==> config.mk <==
export PLATFORM = sky130hd
export DESIGN_NAME = ifetch
export DESIGN_NICKNAME = d
export VERILOG_FILES = /design/src/rtl/ifetch_pkg.sv /design/src/rtl/ifetch_fifo.sv /design/src/rtl/ifetch.sv
export SDC_FILE = /design/constraint.sdc
export NUM_CORES = 1
export LEC_CHECK = 0
export CAP_MARGIN = 20
export CORE_UTILIZATION = 55
export CTS_CLUSTER_DIAMETER = 80
export CTS_CLUSTER_SIZE = 24
export DETAILED_ROUTE_END_ITERATION = 6
export HOLD_SLACK_MARGIN = 0.12
export PLACE_DENSITY = 0.89
export SLEW_MARGIN = 25
export SYNTH_ARGS = -nofsm -noshare
export SYNTH_HDL_FRONTEND = slang
export SYNTH_SLANG_ARGS = --single-unit
==> constraint.sdc <==
create_clock -name clk -period 3.5 [get_ports clk]
set_clock_uncertainty 0.15 [all_clocks]
set_input_delay 0.7 -clock clk [delete_from_list [all_inputs] [get_ports clk]]
set_output_delay 0.7 -clock clk [all_outputs]
set_load 0.01 [all_outputs]
==> src/rtl/ifetch_pkg.sv <==
// Shared widths, Thumb-32 prefix encodings and the fetch buffer entry type.
package ifetch_pkg;

  localparam int PC_W = 32;
  localparam int HW_W = 16;

  // Top five bits of the first halfword of a 32-bit Thumb instruction
  localparam logic [4:0] T32_PFX_A = 5'b11101;
  localparam logic [4:0] T32_PFX_B = 5'b11110;
  localparam logic [4:0] T32_PFX_C = 5'b11111;

  typedef struct packed {
    logic [HW_W-1:0] hw;
    logic [PC_W-1:0] pc;
  } fetch_entry_t;

  function automatic logic is_t32_prefix(input logic [HW_W-1:0] hw);
    return (hw[15:11] == T32_PFX_A) || (hw[15:11] == T32_PFX_B) ||
           (hw[15:11] == T32_PFX_C);
  endfunction

endpackage

==> src/rtl/ifetch_fifo.sv <==
// Halfword buffer: sync FIFO with async reset, flush, pop-1/pop-2 and two read ports.
module ifetch_fifo
  import ifetch_pkg::*;
#(
  parameter int DEPTH = 4
) (
  input  logic                     clk,
  input  logic                     reset,
  input  logic                     flush,
  input  logic                     push,
  input  fetch_entry_t             wr_data,
  input  logic                     pop1,
  input  logic                     pop2,
  output fetch_entry_t             head,
  output fetch_entry_t             head1,
  output logic [$clog2(DEPTH):0]   count
);

  localparam int AW = $clog2(DEPTH);
  localparam int CW = AW + 1;

  logic [AW-1:0] rd_ptr, wr_ptr;
  logic [CW-1:0] pop_n;
  fetch_entry_t  mem [DEPTH];

  assign pop_n = pop2 ? CW'(2) : (pop1 ? CW'(1) : '0);

  always_ff @(posedge clk or posedge reset) begin
    if (reset) begin
      rd_ptr <= '0;
      wr_ptr <= '0;
      count  <= '0;
    end else if (flush) begin
      rd_ptr <= '0;
      wr_ptr <= '0;
      count  <= '0;
    end else begin
      if (push) wr_ptr <= wr_ptr + AW'(1);
      // Depth is a power of two, so pointer wrap is plain modular add
      rd_ptr <= rd_ptr + pop_n[AW-1:0];
      count  <= count + CW'(push) - pop_n;
    end
  end

  always_ff @(posedge clk) begin
    if (push && !flush) mem[wr_ptr] <= wr_data;
  end

  assign head  = mem[rd_ptr];
  assign head1 = mem[rd_ptr + AW'(1)];

endmodule

==> src/rtl/ifetch.sv <==
// Instruction fetch: issues halfword ICache reads, buffers them, feeds decode.
// Define IFETCH_THUMB32_EN to pair 32-bit Thumb prefixes into one instruction.
module ifetch
  import ifetch_pkg::*;
#(
  parameter int          FIFO_DEPTH = 4,
  parameter logic [31:0] RESET_PC   = 32'h0
) (
  input  logic        clk,
  input  logic        reset,
  output logic        ic_not_enable,
  output logic [31:0] ic_index,
  input  logic [15:0] ic_data,
  input  logic        redirect,
  input  logic [31:0] redirect_pc,
  output logic        instr_valid,
  input  logic        instr_ready,
  output logic [31:0] instr,
  output logic [31:0] instr_pc,
  output logic        instr_is32
);

  localparam int CW = $clog2(FIFO_DEPTH) + 1;
  localparam int IW = CW + 1;

  logic [PC_W-1:0] fetch_pc, pending_pc;
  logic            pending;
  logic [CW-1:0]   count;
  logic [IW-1:0]   inflight;
  logic            issue, push, fire, pop1, pop2, head_prefix;
  fetch_entry_t    head, head1, push_entry;

  // Capacity reserves room for the in-flight read; pops are not credited
  assign inflight = IW'(count) + IW'(pending);
  assign issue    = !reset && !redirect && (inflight < IW'(FIFO_DEPTH));

  assign ic_not_enable = !issue;
  assign ic_index      = reset ? 32'h0 : {1'b0, fetch_pc[31:1]};

  always_ff @(posedge clk or posedge reset) begin
    if (reset) begin
      fetch_pc   <= {RESET_PC[31:1], 1'b0};
      pending    <= 1'b0;
      pending_pc <= '0;
    end else if (redirect) begin
      fetch_pc <= {redirect_pc[31:1], 1'b0};
      pending  <= 1'b0;
    end else begin
      pending <= issue;
      if (issue) begin
        pending_pc <= fetch_pc;
        fetch_pc   <= fetch_pc + 32'd2;
      end
    end
  end

  assign push       = pending && !redirect;
  assign push_entry = '{hw: ic_data, pc: pending_pc};

  ifetch_fifo #(.DEPTH(FIFO_DEPTH)) u_fifo (
    .clk     (clk),
    .reset   (reset),
    .flush   (redirect),
    .push    (push),
    .wr_data (push_entry),
    .pop1    (pop1),
    .pop2    (pop2),
    .head    (head),
    .head1   (head1),
    .count   (count)
  );

  assign head_prefix = is_t32_prefix(head.hw);

  always_comb begin
    instr_valid = 1'b0;
    instr       = '0;
    instr_pc    = '0;
    instr_is32  = 1'b0;
`ifdef IFETCH_THUMB32_EN
    if (head_prefix) begin
      // A prefix waits until its second halfword is buffered
      if (count >= CW'(2)) begin
        instr_valid = 1'b1;
        instr       = {head.hw, head1.hw};
        instr_pc    = head.pc;
        instr_is32  = 1'b1;
      end
    end else if (count != '0) begin
      instr_valid = 1'b1;
      instr       = {16'h0, head.hw};
      instr_pc    = head.pc;
    end
`else
    if (count != '0) begin
      instr_valid = 1'b1;
      instr       = {16'h0, head.hw};
      instr_pc    = head.pc;
    end
`endif
    fire = instr_valid && instr_ready && !redirect;
    pop2 = fire && instr_is32;
    pop1 = fire && !instr_is32;
  end

`ifdef IFETCH_THUMB32_EN
  logic unused_bits;
  assign unused_bits = redirect_pc[0];
`else
  logic unused_bits;
  assign unused_bits = ^{head1, head_prefix, redirect_pc[0]};
`endif

endmodule

Yosys cells after proc, flatten, opt, wreduce, memory -nomap -nowiden --
Memory sizes are Yosys's and may differ from the RTL's. Index checks and enable logic that the tools add are counted.
Operators by class: $add $sub $neg 6, order comparisons 1, mux-type cells 14, bitwise gates (word level) 1, reduce and logical (&&, ||, !) cells 13
Operators with widths (number):
- 32-bit two-way mux | 3
- 32-bit by 2-bit adder with 32-bit output (second input constant) | 1
- 31-bit two-way mux | 1
- 16-bit two-way mux | 1
- 1-bit logical AND | 6
- 2-bit two-way mux | 3
- 1-bit two-way mux | 5
- 3-bit by 1-bit adder with 4-bit output | 1
- 4-bit by 3-bit < comparator with 1-bit output (second input constant) | 1
- 2-bit nonzero test | 2
- 3-bit by 1-bit adder with 3-bit output | 1
- 1-bit logical NOT | 3
- 3-bit two-way mux | 1
- 3-bit nonzero test | 1
- 3-bit subtractor | 1
- 2-bit by 1-bit adder with 2-bit output (second input constant) | 1
- 2-bit adder | 1
- 2-bit AND reduction | 1
- 1-bit inverter | 1
Word-level totals: flip-flop bits (word level) 72, memory bits (writable) 192, input port bits 52, logic and storage cells 42, memories kept 1
Memory list:
- u_fifo.mem | words 4, width 48, rd ports 1, clocked after Yosys merged registers in 0, wr ports 1, line ifetch_fifo.sv:24 | fetch_entry_t mem [DEPTH];

Longest topological paths before layout --
Gate-level depths: netlist (run 1).
depth in word-level cells 7, depth in mapped cells 11, depth with buffers taken out 10

Modules after synthesis --
A second synthesis (run 1) with hierarchy kept.
Unflattened totals: cells, all modules 808, area, all modules 12298.0 µm²
Modules (own cells, without submodules):
- ifetch_fifo | instances 1, cells each 351, area each 8555.7 µm², seq. area each 5940.7 µm²
- ifetch | instances 1, cells each 457, area each 3742.3 µm², seq. area each 1576.5 µm²

Least setup slack after synthesis (run 1) --
Ideal clock, no wire load.
path kind input to register, start input reset, end register fetch_pc[2], arrival 2.895 ns, required time 3.267 ns, setup slack 0.372 ns, stages 5, cell sequence buf_2 > clkbuf_1 > inv_1 > nand3_1 > a31oi_1
Between the ends: cells in the longest elaborated chain, start to end 4
RTL lines:
- start, declared | line ifetch.sv:10 | input logic reset,
- 1-bit logical NOT (no line)
- 1-bit logical AND (2 in series) | line ifetch.sv:35 | assign issue = !reset && !redirect && (inflight < IW'(FIFO_DEPTH));
- 2-bit nonzero test (no line)
- end signal, assigned | line ifetch.sv:42 | fetch_pc <= {RESET_PC[31:1], 1'b0};
- end signal, assigned | line ifetch.sv:46 | fetch_pc <= {redirect_pc[31:1], 1'b0};
- end signal, assigned | line ifetch.sv:52 | fetch_pc <= fetch_pc + 32'd2;
- end, declared | line ifetch.sv:26 | logic [PC_W-1:0] fetch_pc, pending_pc;
No other way between the ends. A chain may end at the register's enable or synchronous reset.

Final worst setup path (run 1) --
start register u_fifo.count[1], end output ic_not_enable
Between the ends: cells in the longest elaborated chain, start to end 4
RTL lines:
- start, declared | line ifetch_fifo.sv:16 | output logic [$clog2(DEPTH):0] count
- start signal, assigned | line ifetch_fifo.sv:41 | count <= count + CW'(push) - pop_n;
- 3-bit by 1-bit adder with 4-bit output | line ifetch.sv:34 | assign inflight = IW'(count) + IW'(pending);
- 4-bit by 3-bit < comparator with 1-bit output | line ifetch.sv:35
- 1-bit logical AND | line ifetch.sv:35
- 1-bit logical NOT | line ifetch.sv:37 | assign ic_not_enable = !issue;
- end, declared | line ifetch.sv:11 | output logic ic_not_enable,
No other way between the ends.

==> metrics.md, run 1 <==
| Metric | Value |
|---|---|
| Status | `finished clean` |
| Multi-input gate area | `0.00342 mm2` |
| Yosys cell types | `51` |
| Max Cap Viol | `0` |
| Final Max Tran Viols | `0` |
| FILL cells | `1390` |
| Synth warn | `0` |
| DP Worst Slack | `0.347 ns` |
| Post-synth ARST share | `27.1%` |
| DR WL/cell | `20.5 um` |
| TritonCTS Buffers | `14` |
| Hold Path Class | `flip-flop to flip-flop` |
| Die W | `144 um` |
| Post-synth EDFFs | `188` |
| Vias after detailed routing | `6606` |
| Die Ht | `144 um` |
| Post-synthesis cell count | `710` |
| Crit path max fanout | `5` |
| Sequential power share | `52.6%` |
| Leak Pwr | `4.37 nW` |
| Clock power frac | `22.6%` |
| Hold worst-path end | `u_fifo.mem[1][10]` |
| Antenna diodes | `0` |
| Clk_lat worst skew | `0.47 ns` |
| CTS tree | `built` |
| Remaining DRCs | `0` |
| Final count of hold timing violations | `0` |
| Initial core utilization | `56.5%` |
| Post-route ant nets | `0` |
| Top post-synthesis cells by area | `edfxtp_1 (51%), dfrtp_1 (16%), mux4_2 (9.5%)` |
| Worst Hold Slack | `0.363 ns` |
| TritonRoute pass-1 iters | `5` |
| Vias in the first global route | `6467` |
| Grt ovf | `0` |
| Htree depth | `1` |
| # rows | `51` |
| WHS Path Cells | `0` |
| Main flop type after synthesis | `edfxtp_1` |
| Starting DRT DRC Count | `336` |
| F_max | `0.302 GHz` |
| Met2 Track Usage GR | `37.8%` |
| NumNets Final | `901` |
| Tcrit/Tclk final | `94.8%` |
| Worst hold start | `pending_pc[10]` |
| Reg2reg start | `u_fifo.count[1]` |
| CP Class | `flip-flop to output port` |
| Comb power frac | `24.8%` |
| Syn Std Cell Area | `0.0111 mm2` |
| CTS clk-pin slew, worst paths | `0.10 ns` |
| Area leader, netlist | `edfxtp_1` |
| Power per cell area | `584 mW/mm2` |
| Arrival time worst endpoint | `2.47 ns` |
| CTS root buffer | `clkbuf_16` |
| DIE AREA | `0.0208 mm2` |
| Dpl cells | `1083` |
| Tot Pwr | `0.00772 W` |
| Register area | `0.00740 mm2` |
| First-pass GRT wire length | `35.2 mm` |
| Drt via density | `5.94` |
| Pin count of the biggest net entering global routing | `51` |
| Switching Fraction | `27.5%` |
| GR Layer Usage met1 | `31.4%` |
| Final min period | `3.32 ns` |
| Io pins | `151` |
| Total GRT Usage | `22.4%` |
| R2R Path End | `fetch_pc[26]` |
| Layout area overhead | `18.9%` |
| Initial antenna violation count | `0` |
| CP Data Required Time | `2.65 ns` |
| PortBufs | `130` |
| Critical path endpoint category | `output port` |
| Reg2Reg Setup Slack | `0.82 ns` |
| Routability cong. | `0.874` |
| Avg Inst Size Synth | `15.7 um2` |
| Register area share after synthesis | `66.6%` |
| Final wirelength | `22.8 mm` |
| Slew of the pin with the lowest slew margin | `0.680 ns` |
| PnR worst setup slack | `0.184 ns` |
| RSZ-0062 raised after global routing | `false` |
| Core area | `0.0197 mm2` |
| HPWL Detailed | `14.6 mm` |
| M3 GR Usage | `3.21%` |
| Longest Clk Path Bufs | `3` |
| Gr busiest metal | `met2` |
| Slew margin rel. | `54.2%` |
| Cell internal pwr | `0.00560 W` |
| Setup Viol. Count Final | `0` |
| Net switching power | `0.00212 W` |
| Post-Layout Cell Count | `1112` |
| Final setup TNS | `0 ns` |
| Share of the synthesized area in the top cell type | `50.8%` |
| TritonCTS Sinks | `258` |
| #FFs+latches synth | `258` |
| CP Launch Type | `flip-flop` |
| Worst VDD drop | `319 uV` |
| Layout cell share with drive strength beyond 1 | `16.2%` |
| Worst reg2reg path depth | `6` |
[registers in the layout, summed over array words and instances (netlist names)]
name and flops:
u_fifo.wr_ptr 2, u_fifo.count 3, u_fifo.mem 188, pending 1, pending_pc 31, fetch_pc 31
u_fifo.rd_ptr 2
[layer usage]
metal	vias to the layer above	routed length, um	share of wire (%)
met4	0	261	1.1
met5	-	0	0
met3	25	1500	6.5
met2	271	11200	49
li1	2960	-	-
met1	3350	9900	43
[power by group through the flow]
stage	registers (W)	clock network, W	logic, W
6_report	0.00406	0.00175	0.00191
5_1_grt	0.00410	0.00188	0.00208
4_1_cts	0.00405	0.00177	0.00194
3_5_place_dp	0.00414	0	0.00189
3_3_place_gp	0.00409	0	0.00184
2_1_floorplan	0.00396	0	0.00108
[worst max-delay path by stage]
stage,startpoint,end,slack [ns]
detailed placement,reset,fetch_pc[19],0.35
floorplan,reset,fetch_pc[2],0.37
CTS,u_fifo.count[1],ic_not_enable,0.16
global route,u_fifo.count[1],ic_not_enable,0.05
finish,u_fifo.count[1],ic_not_enable,0.18
global placement,reset,ic_not_enable,0.36
[Yosys cell counts, types with 3 or more instances]
library cell  number
a21boi_0           3
o211ai_1           3
and4_1             4
or4_1             22
o41ai_1            3
nand4b_1           5
ha_1               9
and2_1             5
o21ai_0            6
nor2b_1           84
a31oi_1           24
edfxtp_1         188
nor4_1             4
buf_2              8
nor3_1             6
nand4_1            7
nand3_1           18
mux2_2            31
dfrtp_1           70
xnor2_1            3
nand2_1           14
mux4_2            47
buf_4             19
inv_1             12
clkbuf_1          33
nor2_1            33
o31ai_1           19
a221oi_1           3
[worst max-delay path, stage by stage, from the launching register on]
cell             delay, ns
dfrtp_1               0.46
ha_1                  0.27
o211a_1               0.25
o22a_1                0.24
nor3_2                0.22
inv_1                 0.06
clkdlybuf4s50_1       0.48
[layout by cell type (no fill, tap or decap), drive strengths merged, types with 8 or more instances in the layout]
cell	instances
a31oi	24
buf	28
clkbuf	22
clkdlybuf4s50	130
conb	19
dfrtp	70
edfxtp	188
ha	9
inv	13
mux2	31
mux4	47
nand2	14
nand3	18
nand4	8
nor2	33
nor2b	84
o31ai	19
or4	24
[cells by family after synthesis]
group | count (synthesis) | share of synthesized area (%)
muxes | 79 | 12.8
other | 1 | 0.0337
AOI/OAI and AO/OA | 71 | 4.47
xor gates and xnor gates | 3 | 0.237
adders and majority gates | 10 | 1.19
buffers and inverters | 76 | 3.38
DFF | 258 | 66.6
and+or+nand+nor | 212 | 11.4
[timing repair]
action / 4_1_cts / 5_1_grt
hold buffers: 0 / 0
gates resized for setup: 0 / 0
endpoints found under the setup margin: 9 / 0
buffers inserted: 5 / 0
[through the flow]
stage                     util (%)  cell area [um2]
after floorplan                  -            11200
after global placement        64.9            12800
after detailed placement      64.9            12800
after CTS                     67.2            13200
after global routing          67.2            13200
final                         67.2            13200
[final cells by class]
class                           instances  area share, %
Clock buffer                           22           3.04
Clock inverter                          2          0.180
Inverter                               13          0.369
Multi-Input combinational cell        394           25.9
Sequential cell                       258           56.0
Tap cell                              265           2.51
Timing Repair Buffer                  158           12.0
No activity file was read; power rests on OpenSTA's default activity.
==> inputs of run 2 (changes only) <==
--- a/config.mk
+++ b/config.mk
@@ -6,12 +6,12 @@
 export NUM_CORES = 1
 export LEC_CHECK = 0
 export CAP_MARGIN = 20
-export CORE_UTILIZATION = 55
+export CORE_UTILIZATION = 50
 export CTS_CLUSTER_DIAMETER = 80
 export CTS_CLUSTER_SIZE = 24
 export DETAILED_ROUTE_END_ITERATION = 6
 export HOLD_SLACK_MARGIN = 0.12
-export PLACE_DENSITY = 0.89
+export PLACE_DENSITY = 0.86
 export SLEW_MARGIN = 25
 export SYNTH_ARGS = -nofsm -noshare
 export SYNTH_HDL_FRONTEND = slang
==> constraint.sdc (replaced) <==
create_clock -name clk -period 2.95 [get_ports clk]
set_clock_uncertainty 0.15 [all_clocks]
set_input_delay 0.59 -clock clk [delete_from_list [all_inputs] [get_ports clk]]
set_output_delay 0.59 -clock clk [all_outputs]
set_load 0.01 [all_outputs]
==> metrics.md, run 2 (synthesized netlist as in run 1, its figures left out) <==
| Metric | Value |
|---|---|
| Htree depth | `1` |
| Arrival time worst endpoint | `2.16 ns` |
| NumNets Final | `922` |
| Drt via density | `5.82` |
| Critical path endpoint category | `output port` |
| Initial core utilization | `50.9%` |
| Crit-path leading delay family | `buffers and inverters` |
| DIE AREA | `0.0228 mm2` |
| Crit path buf inv count | `4` |
| Power per cell area | `680 mW/mm2` |
| Final setup TNS | `0 ns` |
| Vias in the first global route | `6379` |
| Grt ovf | `0` |
| Sequential power share | `52.4%` |
| Antenna diodes | `0` |
| Leak Pwr | `4.72 nW` |
| CTS root buffer | `clkbuf_16` |
| Net switching power | `0.00258 W` |
| Longest Clk Path Bufs | `3` |
| Most frequent cells in the layout | `edfxtp_1 (188), nor2b_1 (83), clkdlybuf4s50_1 (75), dfrtp_1 (66), mux4_2 (47)` |
| Post-route ant nets | `0` |
| Layout area overhead | `22.2%` |
| CP Launch Type | `input port` |
| Total GRT Usage | `21.0%` |
| First-pass GRT wire length | `36.2 mm` |
| FILL cells | `1560` |
| CP max stage delay | `0.55 ns` |
| TritonCTS Buffers | `14` |
| Crit path max fanout | `17` |
| Status | `finished clean` |
| TritonRoute pass-1 iters | `5` |
| Final Max Tran Viols | `0` |
| CTS clk-pin slew, worst paths | `0.09 ns` |
| PnR worst setup slack | `0.0494 ns` |
| Comb power frac | `24.9%` |
| Cell internal pwr | `0.00665 W` |
| CP Data Required Time | `2.21 ns` |
| CP Class | `input port to output port` |
| HPWL Detailed | `15.9 mm` |
| Hold Path Class | `flip-flop to flip-flop` |
| TritonCTS Sinks | `258` |
| Tcrit/Tclk final | `98.3%` |
| Area after DPL | `0.0130 mm2` |
| Clk_lat worst skew | `0.47 ns` |
| Starting DRT DRC Count | `526` |
| Clock power frac | `22.8%` |
| PortBufs | `130` |
| # rows | `54` |
| Final min period | `2.90 ns` |
| Max Cap Viol | `0` |
| Max reg flops | `188` |
| Largest Register | `u_fifo.mem` |
| RSZ-0062 raised after global routing | `true` |
| Core area | `0.0218 mm2` |
| Vias after detailed routing | `6678` |
| Routability cong. | `0.885` |
| Die Ht | `151 um` |
| DP Worst Slack | `-0.0338 ns` |
| Io pins | `151` |
| Setup Viol. Count Final | `0` |
| Biggest regs | `u_fifo.mem x188, fetch_pc x31, pending_pc x31` |
| F_max | `0.345 GHz` |
| Post-layout util | `62.2%` |
| Tot Pwr | `0.00923 W` |
| Post-route cell area | `0.0136 mm2` |
| Layout cell share with drive strength beyond 1 | `19.1%` |
| Die W | `151 um` |
| CTS tree | `built` |
| Pin count of the biggest net entering global routing | `51` |
| Final wirelength | `24.2 mm` |
| Initial antenna violation count | `0` |
| DR WL/cell | `21.1 um` |
| Worst-path cell chain | `clkdlybuf4s50_1 -> buf_6 -> buf_6 -> nor2b_2 -> clkdlybuf4s50_1` |
| Slowest CP cell | `clkdlybuf4s50_1` |
| Final count of hold timing violations | `0` |
| Most common cell after layout, fill and taps aside | `edfxtp_1` |
| Remaining DRCs | `0` |
| Switching Fraction | `28.0%` |
| Worst VDD drop | `319 uV` |
==> run 2: changes by cell type in the layout (fill, tap and decap cells not counted), sizes merged <==
cell,before,now
clkbuf,22,26
clkdlybuf4s15,0,27
buf,28,49
inv,13,12
clkinvlp,0,1
dlymetal6s2s,0,9
dlygate4sd2,0,15
clkdlybuf4s50,130,75
==> run 2: final cells by class <==
| type | instances | area [um2] | share of cell area, % |
|---|---|---|---|
| inverters | 13 | 52.6 | 0.387 |
| flip-flops and latches | 258 | 7400 | 54.5 |
| clock inverters | 2 | 33.8 | 0.249 |
| clock buffers | 22 | 402 | 2.96 |
| well taps | 280 | 350 | 2.58 |
| multi-input cells | 394 | 3430 | 25.3 |
| repair buffers | 179 | 1900 | 14.0 |
==> run 2: repair_timing <==
action                                  4_1_cts  5_1_grt
endpoints found under the setup margin       49       36
resized for setup                            58       47
cloned                                        0        3
hold buffers                                  0        0
pin swaps                                     0        2
setup buffers                                 3        6
==> run 2: path summary, 6_finish.rpt <==
kind / from / endpoint / slack, ns / cells past startpoint
setup / recovery: reset / ic_index[25] / 0.05 / 5
hold / removal: pending_pc[22] / u_fifo.mem[2][22] / 0.38 / 0
setup reg to reg: u_fifo.count[1] / fetch_pc[26] / 0.21 / 7
hold reg to reg: pending_pc[22] / u_fifo.mem[2][22] / 0.38 / 0
max in group asynchronous: reset / u_fifo.rd_ptr[0] / 1.49 / 4
min in group asynchronous: reset / fetch_pc[1] / 0.49 / 3
==> run 2: metrics by stage <==
stage / hold WS, ns / instances
after floorplan: 0.322 / 728
after global placement: 0.338 / 1112
after detailed placement: 0.360 / 1112
after CTS: 0.382 / 1139
after global routing: 0.408 / 1148
final: 0.384 / 1148
==> run 2: power groups by stage <==
stage / registers (W) / logic [W] / clock network (W)
5_1_grt: 0.00488 / 0.00249 / 0.00227
3_5_place_dp: 0.00491 / 0.00233 / 0
4_1_cts: 0.00483 / 0.00219 / 0.00216
3_3_place_gp: 0.00485 / 0.00228 / 0
6_report: 0.00484 / 0.00229 / 0.00210
2_1_floorplan: 0.00470 / 0.00129 / 0
==> run 2: per-layer routing <==
layer / part of all wire [%] / vias to the layer above / track usage, %
li1: - / 3000 / -
met1: 42 / 3341 / 30.4
met2: 49 / 304 / 34.2
met3: 6.9 / 33 / 2.29
met4: 1.8 / 0 / 5.10
met5: 0 / - / 0
